**src/rtl/fpu_pkg.sv**
```systemverilog
// Shared bfloat16 constants, field widths and the stream accumulator state type.
package fpu_pkg;

   localparam int unsigned BF16_EXP_W = 8;
   localparam int unsigned BF16_MAN_W = 7;

   localparam logic [15:0] BF16_QNAN  = 16'h7FC0;
   localparam logic [15:0] BF16_PINF  = 16'h7F80;
   localparam logic [15:0] BF16_NINF  = 16'hFF80;
   localparam logic [15:0] BF16_PZERO = 16'h0000;

   typedef enum logic {
      S_ACC,
      S_OUT
   } accum_state_e;

endpackage

```
**src/rtl/Add_Sub.sv**
```systemverilog
// Combinational bfloat16 adder/subtractor (inst=1 add, inst=0 subtract), round to nearest even.
// Subnormal inputs and results are flushed to zero; NaN results are canonical.
module Add_Sub
   import fpu_pkg::*;
(
   input  logic [15:0] A,
   input  logic [15:0] B,
   input  logic        inst,
   output logic [15:0] C
);

   logic              sa, sb, sl, ss, swap, sticky, rup;
   logic [7:0]        ea, eb, el, es, d;
   logic [6:0]        fa, fb;
   logic              a_nan, b_nan, a_inf, b_inf, a_zero, b_zero;
   logic [10:0]       ml, ms_ext, ms_al, norm;
   logic [11:0]       sum;
   logic signed [9:0] exp_n;
   logic [8:0]        mant_r;
   logic [3:0]        lz;

   always_comb begin
      sa = A[15];
      ea = A[14:7];
      fa = A[6:0];
      sb = B[15] ^ ~inst;
      eb = B[14:7];
      fb = B[6:0];

      a_nan  = (ea == 8'hFF) && (fa != 7'h0);
      b_nan  = (eb == 8'hFF) && (fb != 7'h0);
      a_inf  = (ea == 8'hFF) && (fa == 7'h0);
      b_inf  = (eb == 8'hFF) && (fb == 7'h0);
      a_zero = (ea == 8'h00);
      b_zero = (eb == 8'h00);

      swap   = {eb, fb} > {ea, fa};
      sl     = swap ? sb : sa;
      ss     = swap ? sa : sb;
      el     = swap ? eb : ea;
      es     = swap ? ea : eb;
      ml     = {1'b1, (swap ? fb : fa), 3'b000};
      ms_ext = {1'b1, (swap ? fa : fb), 3'b000};
      d      = el - es;

      // Bits shifted out of the smaller operand collapse into a sticky LSB.
      if (d >= 8'd11) begin
         ms_al  = 11'h0;
         sticky = 1'b1;
      end else begin
         ms_al  = ms_ext >> d;
         sticky = |(ms_ext & ((11'd1 << d) - 11'd1));
      end
      ms_al = ms_al | {10'h0, sticky};

      sum = (sl == ss) ? ({1'b0, ml} + {1'b0, ms_al}) : ({1'b0, ml} - {1'b0, ms_al});

      exp_n = $signed({2'b00, el});
      lz    = 4'd11;
      norm  = sum[10:0];
      if (sum[11]) begin
         norm  = sum[11:1] | {10'h0, sum[0]};
         exp_n = exp_n + 10'sd1;
      end else begin
         for (int i = 0; i <= 10; i++) begin
            if (sum[i]) lz = 4'(10 - i);
         end
         norm  = sum[10:0] << lz;
         exp_n = exp_n - $signed({6'h0, lz});
      end

      rup    = norm[2] & (norm[1] | norm[0] | norm[3]);
      mant_r = {1'b0, norm[10:3]} + {8'h0, rup};
      if (mant_r[8]) begin
         mant_r = mant_r >> 1;
         exp_n  = exp_n + 10'sd1;
      end

      if (a_nan || b_nan || (a_inf && b_inf && (sa != sb))) begin
         C = BF16_QNAN;
      end else if (a_inf) begin
         C = sa ? BF16_NINF : BF16_PINF;
      end else if (b_inf) begin
         C = sb ? BF16_NINF : BF16_PINF;
      end else if (a_zero && b_zero) begin
         C = {sa & sb, 15'h0};
      end else if (a_zero) begin
         C = {sb, eb, fb};
      end else if (b_zero) begin
         C = A;
      end else if (sum == 12'h0) begin
         C = BF16_PZERO;
      end else if (exp_n >= 10'sd255) begin
         C = sl ? BF16_NINF : BF16_PINF;
      end else if (exp_n <= 10'sd0) begin
         C = {sl, 15'h0};
      end else begin
         C = {sl, exp_n[7:0], mant_r[6:0]};
      end
   end

endmodule

```
**src/rtl/Class.sv**
```systemverilog
// bfloat16 classifier: flags NaN and infinity encodings.
module Class
   import fpu_pkg::*;
(
   input  logic [15:0] A,
   output logic        nan,
   output logic        inf
);

   logic exp_all_ones;
   logic man_zero;

   always_comb begin
      exp_all_ones = (A[14:BF16_MAN_W] == {BF16_EXP_W{1'b1}});
      man_zero     = (A[BF16_MAN_W-1:0] == '0);
      nan          = exp_all_ones & ~man_zero;
      inf          = exp_all_ones & man_zero;
   end

endmodule

```
**src/rtl/bf16_stream_accum.sv**
```systemverilog
// Folds a valid/ready stream of bf16 operands into a running sum through Add_Sub and
// presents sum, beat count and class flags on a valid/ready result port.
module bf16_stream_accum
   import fpu_pkg::*;
#(
   parameter int unsigned MAX_BEATS = 256,
   parameter int unsigned CNT_W     = 9
) (
   input  logic             clk_i,
   input  logic             rst_i,
   input  logic             in_valid_i,
   output logic             in_ready_o,
   input  logic [15:0]      in_data_i,
   input  logic             in_neg_i,
   input  logic             in_last_i,
   output logic             out_valid_o,
   input  logic             out_ready_i,
   output logic [15:0]      out_data_o,
   output logic [CNT_W-1:0] out_count_o,
   output logic             out_nan_o,
   output logic             out_inf_o,
   output logic             out_trunc_o
);

   accum_state_e     state_q, state_d;
   logic [15:0]      acc_q, acc_d, sum;
   logic [CNT_W-1:0] cnt_q, cnt_d;
   logic             trunc_q, trunc_d;
   logic             accept, last_beat, acc_nan, acc_inf;

   Add_Sub u_add_sub (
      .A    (acc_q),
      .B    (in_data_i),
      .inst (~in_neg_i),
      .C    (sum)
   );

   Class u_class (
      .A   (acc_q),
      .nan (acc_nan),
      .inf (acc_inf)
   );

   always_ff @(posedge clk_i) begin
      if (rst_i) begin
         state_q <= S_ACC;
         acc_q   <= BF16_PZERO;
         cnt_q   <= '0;
         trunc_q <= 1'b0;
      end else begin
         state_q <= state_d;
         acc_q   <= acc_d;
         cnt_q   <= cnt_d;
         trunc_q <= trunc_d;
      end
   end

   always_comb begin
      accept    = in_valid_i & (state_q == S_ACC);
      last_beat = in_last_i | (cnt_q == CNT_W'(MAX_BEATS - 1));
      state_d   = state_q;
      acc_d     = acc_q;
      cnt_d     = cnt_q;
      trunc_d   = trunc_q;
      unique case (state_q)
         S_ACC: begin
            if (accept) begin
               acc_d = sum;
               cnt_d = cnt_q + CNT_W'(1);
               if (last_beat) begin
                  state_d = S_OUT;
                  trunc_d = ~in_last_i;
               end
            end
         end
         S_OUT: begin
            if (out_ready_i) begin
               state_d = S_ACC;
               acc_d   = BF16_PZERO;
               cnt_d   = '0;
               trunc_d = 1'b0;
            end
         end
         default: state_d = S_ACC;
      endcase
   end

   always_comb begin
      in_ready_o  = (state_q == S_ACC);
      out_valid_o = (state_q == S_OUT);
      out_data_o  = out_valid_o ? acc_q : 16'h0000;
      out_count_o = out_valid_o ? cnt_q : '0;
      out_nan_o   = out_valid_o & acc_nan;
      out_inf_o   = out_valid_o & acc_inf;
      out_trunc_o = out_valid_o & trunc_q;
   end

endmodule
```
**config.mk**
```make
export PLATFORM = sky130hd
export DESIGN_NAME = bf16_stream_accum
export DESIGN_NICKNAME = d
export VERILOG_FILES = /design/src/rtl/fpu_pkg.sv /design/src/rtl/Add_Sub.sv /design/src/rtl/Class.sv /design/src/rtl/bf16_stream_accum.sv
export SDC_FILE = /design/constraint.sdc
export NUM_CORES = 1
export LEC_CHECK = 0
export ABC_AREA = 1
export CAP_MARGIN = 40
export CORE_MARGIN = 2
export CORE_UTILIZATION = 45
export DETAILED_ROUTE_END_ITERATION = 12
export DONT_BUFFER_PORTS = 1
export PLACE_DENSITY = 0.7
export SKIP_LAST_GASP = 1
export SYNTH_ARGS = -nofsm -noshare
export SYNTH_HDL_FRONTEND = slang
export SYNTH_SLANG_ARGS = --single-unit
```
**constraint.sdc**
```tcl
create_clock -name clk_i -period 8.7 [get_ports clk_i]
set_input_delay 0.87 -clock clk_i [delete_from_list [all_inputs] [get_ports clk_i]]
set_output_delay 0.87 -clock clk_i [all_outputs]
set_load 0.02 [all_outputs]
```
Yosys cells after proc, flatten, opt, wreduce, memory -nomap -nowiden. Cells that the tools add are included.

Input bits: 22. Word-level logic and storage cells: 120. Register bits after elaboration: 27.

Magnitude comparators: 4. Muxes and demuxes: 53. Shift operators: 3. Bitwise logic cells: 18. Equal/unequal tests: 9. Add/subtract/negate cells: 9. Reduce and logical (&&, ||, !) cells: 20.

Operators with widths (number): 16-bit 2-to-1 mux (14); 4-bit 2-to-1 mux (9); 16-bit one-hot mux with 2 select lines (1); 9-bit 2-to-1 mux (3); 11-bit 2-to-1 mux (2); 11-bit by 1-bit bitwise OR with 11-bit output (2); 7-bit 2-to-1 mux (3); 10-bit 2-to-1 mux (2); 9-bit one-hot mux with 2 select lines (1); 8-bit equality test, second input constant (2); 8-bit logical NOT (2); 8-bit 2-to-1 mux (2); 15-bit greater-than comparator (1); 15-bit 2-to-1 mux (1); 7-bit logical NOT (2); 7-bit nonzero test (2); 11-bit by 11-bit adder with 12-bit output (1); 12-bit logical NOT (1); 12-bit 2-to-1 mux (1); 11-bit by 11-bit subtractor with 12-bit output (1); 11-bit AND (1); 11-bit OR reduction (1); 1-bit by 8-bit left shift with 11-bit output, first input constant (1); 11-bit by 4-bit left shift with 11-bit output (1); other kinds (28) (59).

Depth between registers and ports, before layout. Gate-level depths: netlist (run 1).

Depth in word-level cells: 42. Mapped depth: 73.

Hierarchy. From an unflattened synthesis (run 1), not the netlist that was laid out.

Cells, all modules: 1184. Area total of the unflattened synthesis: 6362.4 sq um.

By module, submodules not included: Add_Sub (instances 1, area an instance 4937.2 sq um, cells each 948); bf16_stream_accum (instances 1, area an instance 1323.8 sq um, cells each 210); Class (instances 1, area an instance 101.3 sq um, cells each 26).

Worst setup path before layout (run 1). No wires, ideal clock.

Path type: input -> register. Start: input in_data_i[7]. End: register acc_q[6]. Arrival: 7.968 ns. Slack: 0.598 ns. Path buffers: 2. Stages: 68. Path through: ha_1 buf_4 inv_2 nor3_1 nand4_2 nand2_4 nand2_2 nand3_2 ha_1 inv_1 nand2_2 nand2_2 nand3_2 nand2_1 nand2_1 nand2_1 nor2_4 buf_6 (+32 left out) inv_1 o21ai_0 inv_1 nand4_1 xor2_1 nand2_1 nand2_1 nand2_1 nor2_1 nand3_2 nand2_4 nor2_1 nand2_1 nand2_1 nand2_1 nand2_1 nand2_1 a21oi_1.

Cells in the longest elaborated chain, start to end: 42. Elaborated cells on any way between the ends: 71. Classes of those cells: add/sub: 8; order compare: 4; eq/ne: 3; shift: 3; mux: 36; bitwise: 6; reduce/logical: 11.

Ends and longest elaborated chain: from (decl) (RTL line bf16_stream_accum.sv:13) `input logic [15:0] in_data_i,`; 15-bit greater-than comparator (RTL line Add_Sub.sv:37) `swap = {eb, fb} > {ea, fa};`; 8-bit 2-to-1 mux (on tied branches) (RTL line Add_Sub.sv:40, Add_Sub.sv:41); 8-bit subtractor (RTL line Add_Sub.sv:44) `d = el - es;`; 1-bit by 8-bit left shift with 11-bit output (RTL line Add_Sub.sv:52) `sticky = |(ms_ext & ((11'd1 << d) - 11'd1));`; 11-bit by 1-bit subtractor with 11-bit output (RTL line Add_Sub.sv:52); 11-bit AND (RTL line Add_Sub.sv:52); 11-bit OR reduction (RTL line Add_Sub.sv:52); 1-bit 2-to-1 mux (RTL line Add_Sub.sv:47) `if (d >= 8'd11) begin`; (+26 left out); 16-bit 2-to-1 mux (RTL line Add_Sub.sv:89) `end else if (b_zero) begin`; 16-bit 2-to-1 mux (RTL line Add_Sub.sv:87) `end else if (a_zero) begin`; 16-bit 2-to-1 mux (RTL line Add_Sub.sv:85) `end else if (a_zero && b_zero) begin`; 16-bit 2-to-1 mux (RTL line Add_Sub.sv:83) `end else if (b_inf) begin`; 16-bit 2-to-1 mux (RTL line Add_Sub.sv:81) `end else if (a_inf) begin`; 16-bit 2-to-1 mux (RTL line Add_Sub.sv:79) `if (a_nan || b_nan || (a_inf && b_inf && (sa != sb))) begin`; 16-bit 2-to-1 mux (RTL line bf16_stream_accum.sv:67) `if (accept) begin`; 16-bit one-hot mux with 2 select lines (RTL line bf16_stream_accum.sv:65) `unique case (state_q)`; to (signal assigned) (RTL line bf16_stream_accum.sv:47) `acc_q <= BF16_PZERO;`; to (signal assigned) (RTL line bf16_stream_accum.sv:52) `acc_q <= acc_d;`; to (decl) (RTL line bf16_stream_accum.sv:26) `logic [15:0] acc_q, acc_d, sum;`.

Parallel ways exist; a longest one is shown, timed or not. The select of a mux whose other input is x is not followed. A chain may end at the register's enable or synchronous reset.

Final worst setup path (run 1).
Start: input in_data_i[13]. End: register acc_q[12].

The elaborated chain is that of the path after synthesis.

==> qor.csv, run 1 <==
stage,metric,value,unit
timing,Max Slew Vio Count,0,
finish,fin nets,1233,
setup_path,"Max FO, Critical Path",8,
timing,Tmin final,8160,ps
floorplan,chip height,122,um
placement,Placed Cells,1322,
floorplan,Die Width,122,um
synthesis,Syn Std Cell Area,0.00628,mm2
setup_path,crit end category,register,
global_routing,number of global-route vias before repair,6716,
clock_tree,CTS buffer count,3,
timing,fmax,123,MHz
setup_path,CP peak stage delay,280,ps
setup_path,"Top cell by count, worst path",nand2_1,
setup_path,arrival time worst endpoint,8360,ps
floorplan,number of cell rows,43,
finish,fillers,1450,
synthesis,top_reg_cell synth,dfxtp_1,
timing,"Period Utilization, post-route",93.8,%
finish,Final Core Density,51.8,%
timing,Worst-Margin Slew,944,ps
pwr,Peak supply drop,181,uV
setup_path,crit path max-delay cell type,ha_4,
clock_tree,Post-CTS Hold Buffers,0,
global_routing,gr usage total,25.6,%
clock_tree,CTS Buffer Depth,2,
synthesis,Netlist cell types,59,
synthesis,number of synthesized flops with an enable pin,0,
synthesis,YS warnings,0,
synthesis,syn_nets,1194,
placement,pre-CTS setup slack,-160,ps
setup_path,Critical Path Start Type,primary input,
global_routing,first-pass GRT wire length,31.4,mm
clock_tree,CTS tree,yes,
detailed_routing,routed len/inst,14.8,um
min_path,hold crit path type,reg2reg,
timing,Slew HR,36.9,%
synthesis,Syn Area/Cell,5.57,um2
placement,GPL Wtd Cong,0.987,
detailed_routing,Routed Antenna Nets,0,
run_status,status,"finished, final reports clean",
placement,DP HPWL,15.6,mm
floorplan,die footprint,0.0149,mm2
floorplan,I/O pin count,52,
detailed_routing,vias per cell,5.48,
global_routing,initial antenna violation count,0,
clock_tree,root buffer cell,clkbuf_16,
global_routing,global route overflow,0,
pwr,total power,3.18,mW
synthesis,async set-reset flop share out of synthesis,0,%
timing,Fin Clk Skew,4.92,ps
synthesis,sequential area share after synthesis,8.60,%
pwr,Pleak,3.75,nW
finish,"most common cell after layout, fill and taps aside",nand2_1,
pwr,Pwr per Cell Area,446,mW/mm2
detailed_routing,drt drc,0,
finish,layout cells sized above 1,18.8,%
detailed_routing,DR vias,7382,
clock_tree,Clock transition at path regs,80,ps
synthesis,Mapped Cells,1129,
timing,final-report setup violation count,0,
detailed_routing,first drt pass iteration count,8,
timing,setup TNS,0,ps
setup_path,Setup CP Type,in2reg,
clock_tree,H-tree levels,1,
detailed_routing,drt total wl,20.0,mm
flow_run,max_cap viols,0,
synthesis,Seq cells post-synth,27,
timing,final worst slack,540,ps
finish,diode count,0,
setup_path,worst endpoint required time,8900,ps
finish,Non-Filler Instances,1347,
timing,Final Hold Violating Endpoints,0,
detailed_routing,initial drt markers,643,
floorplan,core area,0.0138,mm2
clock_tree,number of clock sinks,27,
clock_tree,clk_lat worst skew,270,ps
finish,Syn-to-layout area delta,13.5,%
placement,Port Buf Inserts,0,
finish,"commonest non-fill, non-tap cells in the layout","nand2_1, inv_1, nand3_1",
floorplan,initial core utilization,45.6,%
global_routing,largest net degree at the start of global routing,32,
==> cell families after synthesis <==
group | Yosys count | synth area share (%)
fa+ha+maj | 43 | 8.80
simple gates | 661 | 49.2
buf+inv | 223 | 16.3
xor+xnor | 23 | 3.32
mux | 1 | 0.159
flops | 27 | 8.60
compound gates | 151 | 13.6
==> cell usage after synthesis, drive strengths merged, types with 10 or more instances <==
library cell / count / area (um2)
nor4: 10 / 62.6
xor2: 18 / 158
a21oi: 63 / 342
nand4: 23 / 150
nand2: 379 / 1550
nand3: 133 / 776
o21ai: 63 / 319
nor2: 94 / 432
inv: 191 / 719
buf: 16 / 156
nor3: 15 / 75.1
dfxtp: 27 / 541
ha: 41 / 513
==> routing by layer <==
metal / vias to the layer above / GRT usage, % / wire length, um
met5: - / 0 / 0
met4: 0 / 6.32 / 473
met3: 44 / 3.75 / 1230
met2: 247 / 43.5 / 9200
met1: 3375 / 34.1 / 9050
li1: 3716 / - / -
==> what timing repair did <==
item                                    4_1_cts  5_1_grt
endpoints found under the setup margin        0       15
resized for setup                             0       77
buffers inserted                              0       20
==> worst paths after layout <==
path                  from  slack (ps)  cells after the start         to
max          in_data_i[13]         540                     63  acc_q[12]
min               acc_q[3]         480                      2   acc_q[3]
max reg2reg      acc_q[10]         590                     64  acc_q[12]
min reg2reg       acc_q[3]         480                      2   acc_q[3]
==> through the flow <==
stage	instance area (um2)	hold WS, ps
after detailed placement	6550	469
after global placement	6550	464
after CTS	6640	481
final	7130	483
after floorplan	6280	450
after global routing	7130	501
==> registers in the layout, summed over array words and instances, names as in the netlist <==
name         flops
cnt_q            9
trunc_q          1
acc_q           16
out_valid_o      1
==> worst max-delay path: cells and delay by family <==
kind                     cells  cell delay (ps)
multiplexers                 1              110
buffers and inverters       11             1130
adder cells (fa/ha/maj)      4              990
XOR/XNOR                     2              380
AO/OA/AOI/OAI                8             1260
AND/OR/NAND/NOR             37             3630
==> power breakdown <==
| group | internal, mW | switching [mW] | total (mW) |
|---|---|---|---|
| registers | 0.156 | 0.0401 | 0.196 |
| clock network | 0.0638 | 0.0491 | 0.113 |
| logic | 1.04 | 1.83 | 2.87 |
==> final cells by class <==
class                   instances  area [um2]  share of cell area (%)
multi-input cells             880        5040                    70.7
flip-flops and latches         27         546                    7.65
repair buffers                 60         467                    6.54
well taps                     180         225                    3.16
inverters                     196         768                    10.8
clock inverters                 1        8.76                   0.123
clock buffers                   3        75.1                    1.05
Power figures use the tool's default switching activity.
==> inputs of run 2 (changes only) <==
--- a/config.mk
+++ b/config.mk
@@ -15,4 +15,5 @@
 export SKIP_LAST_GASP = 1
 export SYNTH_ARGS = -nofsm -noshare
 export SYNTH_HDL_FRONTEND = slang
+export SYNTH_HIERARCHICAL = 1
 export SYNTH_SLANG_ARGS = --single-unit
==> run 2 against run 1 <==
First-iteration DRC count grew 28%. Clock-buffer cell count is the same. Synthesized cell count rose by 4.9%. Cell area rose by 6.1%. Setup slack got worse by 37 ps. Clock skew about the same. Non-clock buffer count grew 6. Core utilization is 3.0 points higher. Critical endpoint is now acc_q[10].
==> qor.csv, run 2 <==
stage,metric,value,unit,change
synthesis,YS warnings,6,,+6
timing,Slew HR,32.9,%,-4.0 points
detailed_routing,Routed Antenna Nets,0,,unchanged
floorplan,core area,0.0138,mm2,+0.39%
timing,final-report setup violation count,0,,unchanged
floorplan,I/O pin count,52,,unchanged
setup_path,Setup CP Type,in2reg,,
detailed_routing,routed len/inst,14.6,um,-1.3%
global_routing,number of global-route vias before repair,6464,,-3.8%
setup_path,crit path max-delay cell type,fa_1,,
synthesis,synth cell count leaders,"nand2_1, inv_1, nand3_1",,
setup_path,arrival time worst endpoint,8360,ps,about the same
min_path,WHS Path Cells,2,,unchanged
floorplan,number of cell rows,43,,unchanged
finish,fin nets,1290,,+4.6%
finish,fillers,1358,,-6.3%
detailed_routing,drt total wl,20.5,mm,+2.8%
setup_path,"Top cell by count, worst path",nand2_1,,
detailed_routing,drt drc,0,,unchanged
clock_tree,root buffer cell,clkbuf_16,,
timing,Tmin final,8200,ps,+37.2 ps
finish,diode count,0,,unchanged
global_routing,initial antenna violation count,0,,unchanged
synthesis,async set-reset flop share out of synthesis,0,%,unchanged
clock_tree,CTS tree,yes,,
placement,Port Buf Inserts,0,,unchanged
floorplan,initial core utilization,46.0,%,+0.38 points
global_routing,gr usage total,25.0,%,-0.59 points
setup_path,crit end category,register,,
clock_tree,CTS Buffer Depth,2,,unchanged
synthesis,sequential area share after synthesis,8.50,%,-0.10 points
detailed_routing,vias per cell,5.54,,+1.1%
clock_tree,clk_lat worst skew,270,ps,about the same
floorplan,chip height,123,um,+0.59%
synthesis,Seq cells post-synth,27,,unchanged
synthesis,Synth area leader,nand2_1,,
global_routing,global route overflow,0,,unchanged
timing,Final Hold Violating Endpoints,0,,unchanged
setup_path,"Largest delay share family, worst path",simple AND/OR/NAND/NOR gates,,
global_routing,first-pass GRT wire length,30.9,mm,-1.6%
setup_path,worst endpoint required time,8870,ps,-30 ps
synthesis,syn_nets,1249,,+4.6%
synthesis,Netlist cell types,56,,-5.1%
clock_tree,number of clock sinks,27,,unchanged
floorplan,Die Width,123,um,+0.59%
placement,GPL Wtd Cong,0.964,,-2.2%
synthesis,area share of the largest cell type after synthesis,22.3,%,+1.8 points
flow_run,max_cap viols,0,,unchanged
setup_path,r2r worst-path depth,60,,-6.3%
detailed_routing,initial drt markers,822,,+28%
clock_tree,Post-CTS Hold Buffers,0,,unchanged
timing,Fin Clk Skew,5.19,ps,+0.276 ps
synthesis,top_reg_cell synth,dfxtp_1,,
timing,fmax,122,MHz,-0.45%
synthesis,number of synthesized flops with an enable pin,0,,unchanged
finish,layout cells sized above 1,19.6,%,+0.84 points
finish,Biggest register,acc_q,,
setup_path,"Max FO, Critical Path",10,,+2
global_routing,largest net degree at the start of global routing,27,,-16%
clock_tree,H-tree levels,1,,unchanged
synthesis,Syn Std Cell Area,0.00636,mm2,+1.2%
finish,max reg flops,16,,unchanged
timing,Max Slew Vio Count,0,,unchanged
min_path,hold crit path type,reg2reg,,
synthesis,most instantiated library cell after synthesis,nand2_1,,
floorplan,die footprint,0.0151,mm2,+1.2%
detailed_routing,first drt pass iteration count,5,,-3
finish,"commonest non-fill, non-tap cells in the layout","nand2_1, inv_1, nand3_1",,
finish,Syn-to-layout area delta,19.0,%,
setup_path,CP peak stage delay,430,ps,+150 ps
run_status,status,"finished, final reports clean",,
clock_tree,Clock transition at path regs,70,ps,about the same
detailed_routing,DR vias,7778,,+5.4%
setup_path,Critical Path Start Type,primary input,,
setup_path,"Buf+Inv Stages, Crit Path",7,,-4
synthesis,Mapped Cells,1184,,+4.9%
timing,"Period Utilization, post-route",94.2,%,+0.43 points
finish,biggest regs,"acc_q (16), cnt_q (9)",,
synthesis,leading post-synthesis cells by cell area,"nand2_1, inv_1, nand3_1",,
timing,Worst-Margin Slew,996,ps,+52.8 ps
finish,"most common cell after layout, fill and taps aside",nand2_1,,
finish,final instance area,0.00757,mm2,+6.1%
placement,placed cell areas,0.00680,mm2,+3.7%
placement,DP HPWL,15.7,mm,+0.97%
synthesis,Syn Area/Cell,5.37,um2,-3.5%
clock_tree,CTS buffer count,3,,unchanged
setup_path,Critical Path Stages,56,,-11%
==> run 2: cell types whose count changed after synthesis, sizes merged, moves of 4 or more <==
cell	delta
clkbuf	+7
a211oi	-4
a21oi	+12
nor3	-6
nand2	+33
nand3b	+8
==> run 2: logic make-up (layout without fill, tap and decap cells) <==
kind of cell	count (synthesis)	count (layout)	share of synthesized area (%)
flops	27	27	8.50
simple gates	698	699	50.8
compound gates	166	166	14.5
buf+inv	229	268	14.4
xor+xnor	21	21	3.13
fa+ha+maj	43	43	8.69
==> run 2: per-stage QoR <==
step	hold slack, ps	setup slack [ps]	util [%]	TNS (ps)	cells
after CTS	502	129	49.7	0	1385
after global routing	523	-234	54.8	-1650	1404
after detailed placement	488	-134	49.1	-1460	1381
final	499	503	54.8	0	1404
after global placement	482	13.9	48.9	0	1380
after floorplan	451	507	-	0	1184
==> run 2: area by class of cell <==
| class | instances | area [um2] | area share (%) |
|---|---|---|---|
| multi-input cells | 929 | 5440 | 71.8 |
| inverters | 198 | 746 | 9.85 |
| flip-flops and latches | 27 | 541 | 7.14 |
| repair buffers | 66 | 538 | 7.11 |
| well taps | 180 | 225 | 2.97 |
| clock buffers | 3 | 75.1 | 0.992 |
| clock inverters | 1 | 7.51 | 0.0992 |
==> run 2: worst register-to-register path, delay by kind of cell, from the launching register on <==
family / cells / cell delay [ps]
XOR/XNOR: 2 / 370
AO/OA/AOI/OAI: 5 / 840
flip-flops: 1 / 330
buffers and inverters: 7 / 820
adder cells (fa/ha/maj): 5 / 1350
AND/OR/NAND/NOR: 41 / 4310
==> run 2: routing by layer <==
layer	GRT usage, %	wire, um	vias to the layer above
met5	0	0	-
met4	5.53	464	0
met3	3.00	1460	54
met2	41.8	9710	324
met1	34.5	8880	3517
li1	-	-	3883
==> run 2: worst paths after layout <==
path	start	to	slack, ps
worst max-delay path	in_data_i[12]	acc_q[10]	500
worst min-delay path	cnt_q[1]	cnt_q[1]	500
worst max register to register	acc_q[13]	acc_q[10]	610
worst min register to register	cnt_q[1]	cnt_q[1]	500
==> run 2: repair_timing <==
item	in CTS	in global routing
gates resized for setup	0	115
setup buffers	0	18
setup endpoints to repair	0	15
hold endpoints to repair	0	0
Power of run 2 is left out: the tool's default activity adds up to more than one toggle a clock period on the data nets, which glitch-free logic cannot reach.
